### src/rtl/psum_accum_bramctrl.sv
// psum_accum_bramctrl: PL-side controller for the psum BRAM.
// Read-modify-write accumulation of partial sums and zero-fill clear
// of words [0, i_clr_len). Single-port, so accesses are serialised.
// Ports: request i_vld/o_rdy/i_addr/i_psum/i_first, clear i_clr/i_clr_len/
// o_clr_done, status o_busy, BRAM bus mem_*. All outputs registered.
// Optional: `define PSUM_ACCUM_SAT_EN for a saturating adder and a sticky
// o_sat_flag output.
module psum_accum_bramctrl #(
  parameter int unsigned DATA_WIDTH = 32,
  parameter int unsigned ADDR_WIDTH = 32,
  parameter int unsigned NUM_BYTE   = 4,
  parameter int unsigned IDX_WIDTH  = 16,
  parameter int unsigned READ_LAT   = 1
) (
  input  logic                  clk,
  input  logic                  rst,
  input  logic                  i_vld,
  output logic                  o_rdy,
  input  logic [IDX_WIDTH-1:0]  i_addr,
  input  logic [DATA_WIDTH-1:0] i_psum,
  input  logic                  i_first,
  input  logic                  i_clr,
  input  logic [IDX_WIDTH-1:0]  i_clr_len,
  output logic                  o_clr_done,
  output logic                  o_busy,
  output logic [ADDR_WIDTH-1:0] mem_addr,
  output logic [DATA_WIDTH-1:0] mem_idat,
  input  logic [DATA_WIDTH-1:0] mem_odat,
  output logic [NUM_BYTE-1:0]   mem_wren,
  output logic                  mem_enb,
  output logic                  mem_rst
`ifdef PSUM_ACCUM_SAT_EN
  ,
  output logic                  o_sat_flag
`endif
);

  typedef enum logic [2:0] {IDLE, RD, WT, WR, CLR, DONE} state_t;

  state_t                state, state_n;
  logic [IDX_WIDTH-1:0]  addr_q, addr_n, cnt_q, cnt_n, len_q, len_n;
  logic [DATA_WIDTH-1:0] psum_q, psum_n, sum;
  logic [1:0]            wt_q, wt_n;
  logic                  accept;

  logic                  rdy_d, busy_d, done_d, enb_d;
  logic [NUM_BYTE-1:0]   wren_d;
  logic [ADDR_WIDTH-1:0] addr_d;
  logic [DATA_WIDTH-1:0] idat_d;

  assign mem_rst = 1'b0;
  assign accept  = i_vld && o_rdy && !(state == IDLE && i_clr);

  function automatic logic [ADDR_WIDTH-1:0] byte_addr(input logic [IDX_WIDTH-1:0] idx);
    return ADDR_WIDTH'(idx) * ADDR_WIDTH'(NUM_BYTE);
  endfunction

`ifdef PSUM_ACCUM_SAT_EN
  logic signed [DATA_WIDTH:0] sum_wide;
  logic                       sum_sat, sat_d;

  always_comb begin
    sum_wide = $signed({mem_odat[DATA_WIDTH-1], mem_odat}) + $signed({psum_q[DATA_WIDTH-1], psum_q});
    sum_sat  = sum_wide[DATA_WIDTH] ^ sum_wide[DATA_WIDTH-1];
    if (sum_sat)
      sum = sum_wide[DATA_WIDTH] ? {1'b1, {(DATA_WIDTH-1){1'b0}}} : {1'b0, {(DATA_WIDTH-1){1'b1}}};
    else
      sum = sum_wide[DATA_WIDTH-1:0];
  end
`else
  always_comb sum = mem_odat + psum_q;
`endif

  always_ff @(posedge clk or posedge rst) begin
    if (rst) state <= IDLE;
    else     state <= state_n;
  end

  always_comb begin
    state_n = state;
    case (state)
      IDLE: begin
        if (i_clr)       state_n = (i_clr_len == '0) ? DONE : CLR;
        else if (accept) state_n = i_first ? WR : RD;
      end
      RD:   state_n = WT;
      WT:   if (wt_q == 2'(READ_LAT - 1)) state_n = WR;
      WR: begin
        if (accept) state_n = i_first ? WR : RD;
        else        state_n = IDLE;
      end
      CLR:  if (cnt_q == len_q - IDX_WIDTH'(1)) state_n = DONE;
      DONE: state_n = IDLE;
      default: state_n = IDLE;
    endcase
  end

  // Outputs are registered, so they are derived from the next state and
  // next latched data; the registered value then matches the current state.
  always_comb begin
    addr_n = addr_q;
    psum_n = psum_q;
    len_n  = len_q;
    cnt_n  = cnt_q;
    wt_n   = '0;
    if (accept) begin
      addr_n = i_addr;
      psum_n = i_psum;
    end
    if (state == IDLE && i_clr) begin
      len_n = i_clr_len;
      cnt_n = '0;
    end else if (state == CLR) begin
      cnt_n = cnt_q + IDX_WIDTH'(1);
    end
    if (state == WT) wt_n = wt_q + 2'd1;

    rdy_d  = (state_n == IDLE) || (state_n == WR);
    busy_d = (state_n != IDLE);
    done_d = (state_n == DONE);
    enb_d  = 1'b0;
    wren_d = '0;
    addr_d = mem_addr;
    idat_d = mem_idat;
    case (state_n)
      RD: begin
        enb_d  = 1'b1;
        addr_d = byte_addr(addr_n);
      end
      WR: begin
        enb_d  = 1'b1;
        wren_d = '1;
        addr_d = byte_addr(addr_n);
        idat_d = (state == WT) ? sum : psum_n;
      end
      CLR: begin
        enb_d  = 1'b1;
        wren_d = '1;
        addr_d = byte_addr(cnt_n);
        idat_d = '0;
      end
      default: ;
    endcase
`ifdef PSUM_ACCUM_SAT_EN
    sat_d = o_sat_flag || (state == WT && state_n == WR && sum_sat);
`endif
  end

  always_ff @(posedge clk or posedge rst) begin
    if (rst) begin
      addr_q     <= '0;
      psum_q     <= '0;
      len_q      <= '0;
      cnt_q      <= '0;
      wt_q       <= '0;
      o_rdy      <= 1'b0;
      o_busy     <= 1'b0;
      o_clr_done <= 1'b0;
      mem_enb    <= 1'b0;
      mem_wren   <= '0;
      mem_addr   <= '0;
      mem_idat   <= '0;
`ifdef PSUM_ACCUM_SAT_EN
      o_sat_flag <= 1'b0;
`endif
    end else begin
      addr_q     <= addr_n;
      psum_q     <= psum_n;
      len_q      <= len_n;
      cnt_q      <= cnt_n;
      wt_q       <= wt_n;
      o_rdy      <= rdy_d;
      o_busy     <= busy_d;
      o_clr_done <= done_d;
      mem_enb    <= enb_d;
      mem_wren   <= wren_d;
      mem_addr   <= addr_d;
      mem_idat   <= idat_d;
`ifdef PSUM_ACCUM_SAT_EN
      o_sat_flag <= sat_d;
`endif
    end
  end

endmodule

### config.mk
export PLATFORM = sky130hd
export DESIGN_NAME = psum_accum_bramctrl
export DESIGN_NICKNAME = d
export VERILOG_FILES = /design/src/rtl/psum_accum_bramctrl.sv
export SDC_FILE = /design/constraint.sdc
export NUM_CORES = 1
export LEC_CHECK = 0
export CELL_PAD_IN_SITES_DETAIL_PLACEMENT = 1
export CELL_PAD_IN_SITES_GLOBAL_PLACEMENT = 2
export CORE_MARGIN = 2
export CORE_UTILIZATION = 32
export DETAILED_ROUTE_END_ITERATION = 16
export PLACE_DENSITY_LB_ADDON = 0.15
export RECOVER_POWER = 100
export REMOVE_ABC_BUFFERS = 1
export SYNTH_ARGS = -nofsm -noshare
export SYNTH_HDL_FRONTEND = slang
export SYNTH_SLANG_ARGS = --single-unit
export TNS_END_PERCENT = 5
### constraint.sdc
create_clock -name clk -period 5.9 [get_ports clk]
set_input_delay 1.475 -clock clk [delete_from_list [all_inputs] [get_ports clk]]
set_output_delay 1.475 -clock clk [all_outputs]
set_load 0.01 [all_outputs]
* After elaboration in Yosys (flattened, before gate mapping)
Cells that the tools add are included.
** Word-level totals
- Input port bits :: 101
- Output and inout port bits :: 73
- Logic and storage cells :: 59
- Bits in registers :: 157
** Cells by class
- Reduce and logical (&&, ||, !) cells :: 15
- Eq/ne operators :: 9
- Mux-type cells :: 18
- Add/sub/neg operators :: 4
** Operators with widths (number)
- case mux 32 bit (2 select lines) :: 2
- 2-to-1 mux 32 bit :: 2
- 2-to-1 mux 16 bit :: 3
- adder 32 bit :: 1
- adder 16 x 1 -> 16 bit (second input constant) :: 1
- == test 16 bit :: 1
- logical NOT 16 bit :: 1
- subtractor 16 x 1 -> 16 bit (second input constant) :: 1
- case mux 3 bit (5 select lines) :: 1
- 2-to-1 mux 3 bit :: 4
- == test 3 x 2 -> 1 bit (second input constant) :: 3
- == test 3 bit (second input constant) :: 3
- == test 3 x 1 -> 1 bit (second input constant) :: 2
- logical NOT 3 bit :: 2
- 2-to-1 mux 2 bit :: 3
- 2-to-1 mux 4 bit :: 1
- nonzero test 2 bit :: 2
- OR reduction 2 bit :: 2
- logical AND 1 bit :: 3
- nonzero test 3 bit :: 1
- OR reduction 3 bit :: 1
- adder 2 x 1 -> 2 bit (second input constant) :: 1
- logical NOT 2 bit :: 1
- 2-to-1 mux 1 bit :: 2
- other kinds (2) :: 2

* Longest topological paths before layout
- Depth in word-level cells :: 10
- Depth in mapped cells :: 12
- Depth with buffers taken out :: 11

* Worst setup path after synthesis
Ideal clock, no wire load.
- Path type :: input to register
- Start :: in mem_odat[6]
- End :: reg mem_idat[31]
- Data arrival time :: 3.497 ns
- Setup time :: 0.121 ns
- Setup slack :: 2.282 ns
- Cell stages on the path :: 10
- Path buffers :: 1
- Data required time :: 5.779 ns
- Path through :: ha_1 clkbuf_1 a21o_1 a31o_2 o2111ai_1 nand3_1 a2111oi_0 xnor2_1 a21oi_1 a22o_1
** Between the ends
- Word-level cells in the longest chain between the ends :: 3
** RTL lines
- from (decl) :: line 28 : input logic [DATA_WIDTH-1:0] mem_odat,
- adder 32 bit :: line 71 : always_comb sum = mem_odat + psum_q;
- 2-to-1 mux 32 bit :: line 134 : idat_d = (state == WT) ? sum : psum_n;
- case mux 32 bit (2 select lines) :: line 125 : case (state_n)
- to (signal assigned) :: line 178 : mem_idat <= idat_d;
- to (decl) :: line 27 : output logic [DATA_WIDTH-1:0] mem_idat,
No other way between the ends.
A chain may end at the register's enable or synchronous reset.

* Worst setup path in the final report
- Start :: reg len_q[3]
- End :: reg mem_idat[1]
** Between the ends
- Word-level cells in the longest chain between the ends :: 6
- Elaborated cells between the ends (all ways) :: 8
- Classes of those cells :: add/sub: 1; eq/ne: 3; mux: 3; reduce/logical: 1
** RTL lines
- from (decl) :: line 41 : logic [IDX_WIDTH-1:0] addr_q, addr_n, cnt_q, cnt_n, len_q, len_n;
- from (signal assigned) :: line 169 : len_q <= len_n;
- subtractor 16 x 1 -> 16 bit * :: line 92 : CLR: if (cnt_q == len_q - IDX_WIDTH'(1)) state_n = DONE;
- == test 16 bit * :: line 92
- 2-to-1 mux 3 bit * :: line 92
- case mux 3 bit (5 select lines) * :: line 81 : case (state)
- == test 3 bit or == test 3 x 2 -> 1 bit (tied branches) :: line 125
- case mux 32 bit (2 select lines) or nonzero test 2 bit (tied branches)
Every way passes the cells marked *; elsewhere a longest branch is shown, timed or not.

==> flow_summary_export.csv <==
group,metric,value,unit
sta,rsz0062_at_grt,"no",
critical_path,worstSetupPathType,"flip-flop to flip-flop",
routing,drt-pass1-iter-count,4,
hold_path,min_path_type,"flip-flop to flip-flop",
die,initial_core_util,0.3261,
routing,wire_per_inst,18.75,um
cells_and_area,fin_cells,1306,
logic_synthesis,yosysWarningCount,0,
logic_synthesis,synthDistinctLibCells,63,
logic_synthesis,synth_edf_count,0,
logic_synthesis,synth_mux_area_frac,0.09950,
cells_and_area,drive_gt1_frac,0.08607,
routing,vias_per_cell,5.133,
routing,wl,24490,um
routing,drtIter0Drc,246,
outcome,run_status,"finished, violations left",
logic_synthesis,synth_top_family_by_area,"compound AO/OA/AOI/OAI gates",
critical_path,cp-endpoint,"mem_idat[1]",
logic_synthesis,ys_seq_area_frac,0.4205,
clock_network,cts-buffers-inserted,17,
clock_network,cts.sinks,138,
sta,skew,0.009134,ns
critical_path,arrival,5.26,ns
cells_and_area,nFillCells,2831,
logic_synthesis,synth_compound_area_frac,0.1694,
sta,drv_slew,199,
critical_path,reg2reg_depth,9,
die,rows,58,
cells_and_area,n_antenna_cell,0,
routing,ant_nets,0,
clock_network,h-tree-depth,4,
placed_design,gp_congestion,0.8203,
routing,remaining_drc_errors,0,
placed_design,place_ws,1.430,ns
logic_synthesis,ys_ff_latch,138,
die,design.die.area,26960,sq um
global_routing,antenna_found_initial,0,
logic_synthesis,synthAdderAreaFrac,0.05424,
clock_network,clk-insertion-delay-late,0.43,ns
critical_path,timing.rr.end,"mem_idat[1]",
sta,fmax,0.2029,GHz
cells_and_area,layout.nets,1099,
placed_design,dp_cells,1274,
placed_design,port-buffer-count,156,
logic_synthesis,synthFlopType,"dfrtp_1",
critical_path,crit_fanout,16,
die,fp.dieW,164.2,um
global_routing,grt_pass1_vias,7030,
clock_network,cts_hold_buffers,0,
critical_path,critPathCaptureType,"flip-flop",
cells_and_area,multi_input_area,4369,sq um
critical_path,startpoint_type,"flip-flop",
cells_and_area,regArea,3453,sq um
pwr,max-vdd-ir-drop,0.2093,mV
global_routing,globalRouteOverflowTotal,0,
logic_synthesis,async_flop_share,1.000,
sta,tightestPinTransition,2.376,ns
pwr,p_per_area,422.9,nW/um^2
global_routing,grt.total_usage,0.1870,
sta,relSlewSlack,-0.5840,
pwr,p_leak,4.621,nW
placed_design,hpwl,17880,um
sta,finalCritPeriodShare,0.8355,
clock_network,post_cts_resized,0,
logic_synthesis,synthCells,825,
logic_synthesis,synth_xor_area_frac,0.06171,
die,num_io_pins,174,
pwr,total_power,0.004460,W
die,coreArea,25180,sq um
global_routing,grt_start_max_net_pins,108,
outcome,violations,"capacitance limit, slew limit",
hold_path,holdPathStages,1,
clock_network,cts_buffer_depth,2,
critical_path,r2r_start,"len_q[3]",
sta,finalSetupTns,0,ns
cells_and_area,area_growth_syn_to_layout,28.42,%
clock_network,clkSlewWorstSetupHoldPaths,0.07,ns
sta,worst_slack,0.9705,ns
logic_synthesis,yosys.area_share.simple,0.1403,
clock_network,cts_setup_buffers,0,
routing,vias,6704,
flow_run,drv_cap,4,
sta,fin_crit,4.929,ns
global_routing,grt_pass1_wl,38830,um
critical_path,crit_start,"len_q[3]",
clock_network,clock-root-buffer,"clkbuf_16",
logic_synthesis,netlist_area,8212,sq um
critical_path,cp.required,6.23,ns
logic_synthesis,syn_avg_cell_area,9.953,sq um
sta,setup_viol,0,
die,die_y,164.2,um
critical_path,r2r_slack,0.97,ns
clock_network,cts_tree,"yes",
sta,hold_viol_final,0,
[cells in the final DEF (no fill, tap or decap), drive strengths merged, types with 6 or more instances in the layout]
master	instances
and3	16
nand3	13
nand2	60
a31oi	11
nand2b	9
xnor2	39
nor4	17
a211oi	6
dlygate4sd3	59
or3	6
ha	34
inv	36
mux2i	13
nor2	58
mux2	61
o2bb2ai	12
conb	17
nor3	19
and2	6
a21oi	49
o21ai	42
clkbuf	23
a221oi	8
clkdlybuf4s50	97
xor2	18
a211o	9
a21o	10
nand4	13
a22o	13
dfrtp	138
[layer usage]
layer  GRT usage  wire (um)
met5           0          0
met4     0.04426        244
met3     0.02955        776
met2      0.3258      12170
met1      0.2425      11290
[registers in the layout (all words and copies together), names as in the netlist]
signal and count:
mem_wren 1, mem_idat 32, mem_enb 1, wt_q 2, mem_addr 16, o_busy 1, o_rdy 1, o_clr_done 1
psum_q 32, addr_q 16, cnt_q 16, state 3, len_q 16
[area by class of cell]
type	count	area share
clock buffers	19	0.04295
clock inverters	13	0.01258
inverters	30	0.01103
multi-input cells	612	0.4143
flip-flops and latches	138	0.3275
well taps	330	0.03916
repair buffers	164	0.1525
[critical path, stage by stage (launching register included)]
cell	delay, ns
dfrtp_1	0.45
nor4_1	1.54
a22oi_1	0.32
nor4_1	0.36
nand3_1	0.12
nor4_1	0.41
a41o_2	0.45
mux2i_4	0.67
buf_4	0.36
o2bb2ai_1	0.16
[how the worst min path moves through the flow]
stage            start       to  slack (ns)
3_3_place_gp   wt_q[0]  wt_q[0]        0.42
3_5_place_dp   wt_q[0]  wt_q[0]        0.43
2_1_floorplan  wt_q[0]  wt_q[0]        0.40
6_report       wt_q[0]  wt_q[0]        0.44
5_1_grt        wt_q[0]  wt_q[0]        0.47
4_1_cts        wt_q[0]  wt_q[0]        0.44
[synth_stat cells, types with 9 or more instances]
library cell | n | area share
mux2i_1 | 13 | 0.016
nor4_1 | 15 | 0.011
ha_1 | 34 | 0.052
a21o_1 | 10 | 0.0091
a22o_1 | 13 | 0.014
a31oi_1 | 11 | 0.0084
dfrtp_1 | 138 | 0.42
xor2_1 | 18 | 0.019
mux2_2 | 61 | 0.084
clkbuf_1 | 29 | 0.013
nand2_1 | 59 | 0.027
and3_1 | 16 | 0.012
inv_1 | 30 | 0.014
buf_4 | 22 | 0.020
a21oi_1 | 49 | 0.030
nor2_1 | 58 | 0.027
nand4_1 | 13 | 0.0099
o2bb2ai_1 | 12 | 0.013
xnor2_1 | 38 | 0.041
a211o_1 | 9 | 0.0096
nand3_1 | 13 | 0.0079
o21ai_0 | 40 | 0.024
nand2b_1 | 9 | 0.0069
nor3_1 | 19 | 0.012
[where the power goes]
group          switching (W)  internal [W]
combinational        0.00102      0.000895
clock               0.000461      0.000614
sequential          0.000245       0.00123
[stage by stage]
step / hold slack [ns] / util / cell area (sq um)
2_1_floorplan: 0.4032 / - / 7943
3_3_place_gp: 0.4214 / 0.3976 / 10010
3_5_place_dp: 0.4341 / 0.3976 / 10010
4_1_cts: 0.4428 / 0.4208 / 10600
5_1_grt: 0.4704 / 0.4188 / 10550
6_report: 0.4382 / 0.4188 / 10550
[logic make-up after synthesis]
| family | after synthesis |
|---|---|
| compound gates | 198 |
| xor+xnor | 57 |
| fa+ha+maj | 35 |
| buf+inv | 91 |
| flops | 138 |
| mux | 74 |
| other cells | 1 |
| simple gates | 231 |
Power figures use the tool's default switching activity.
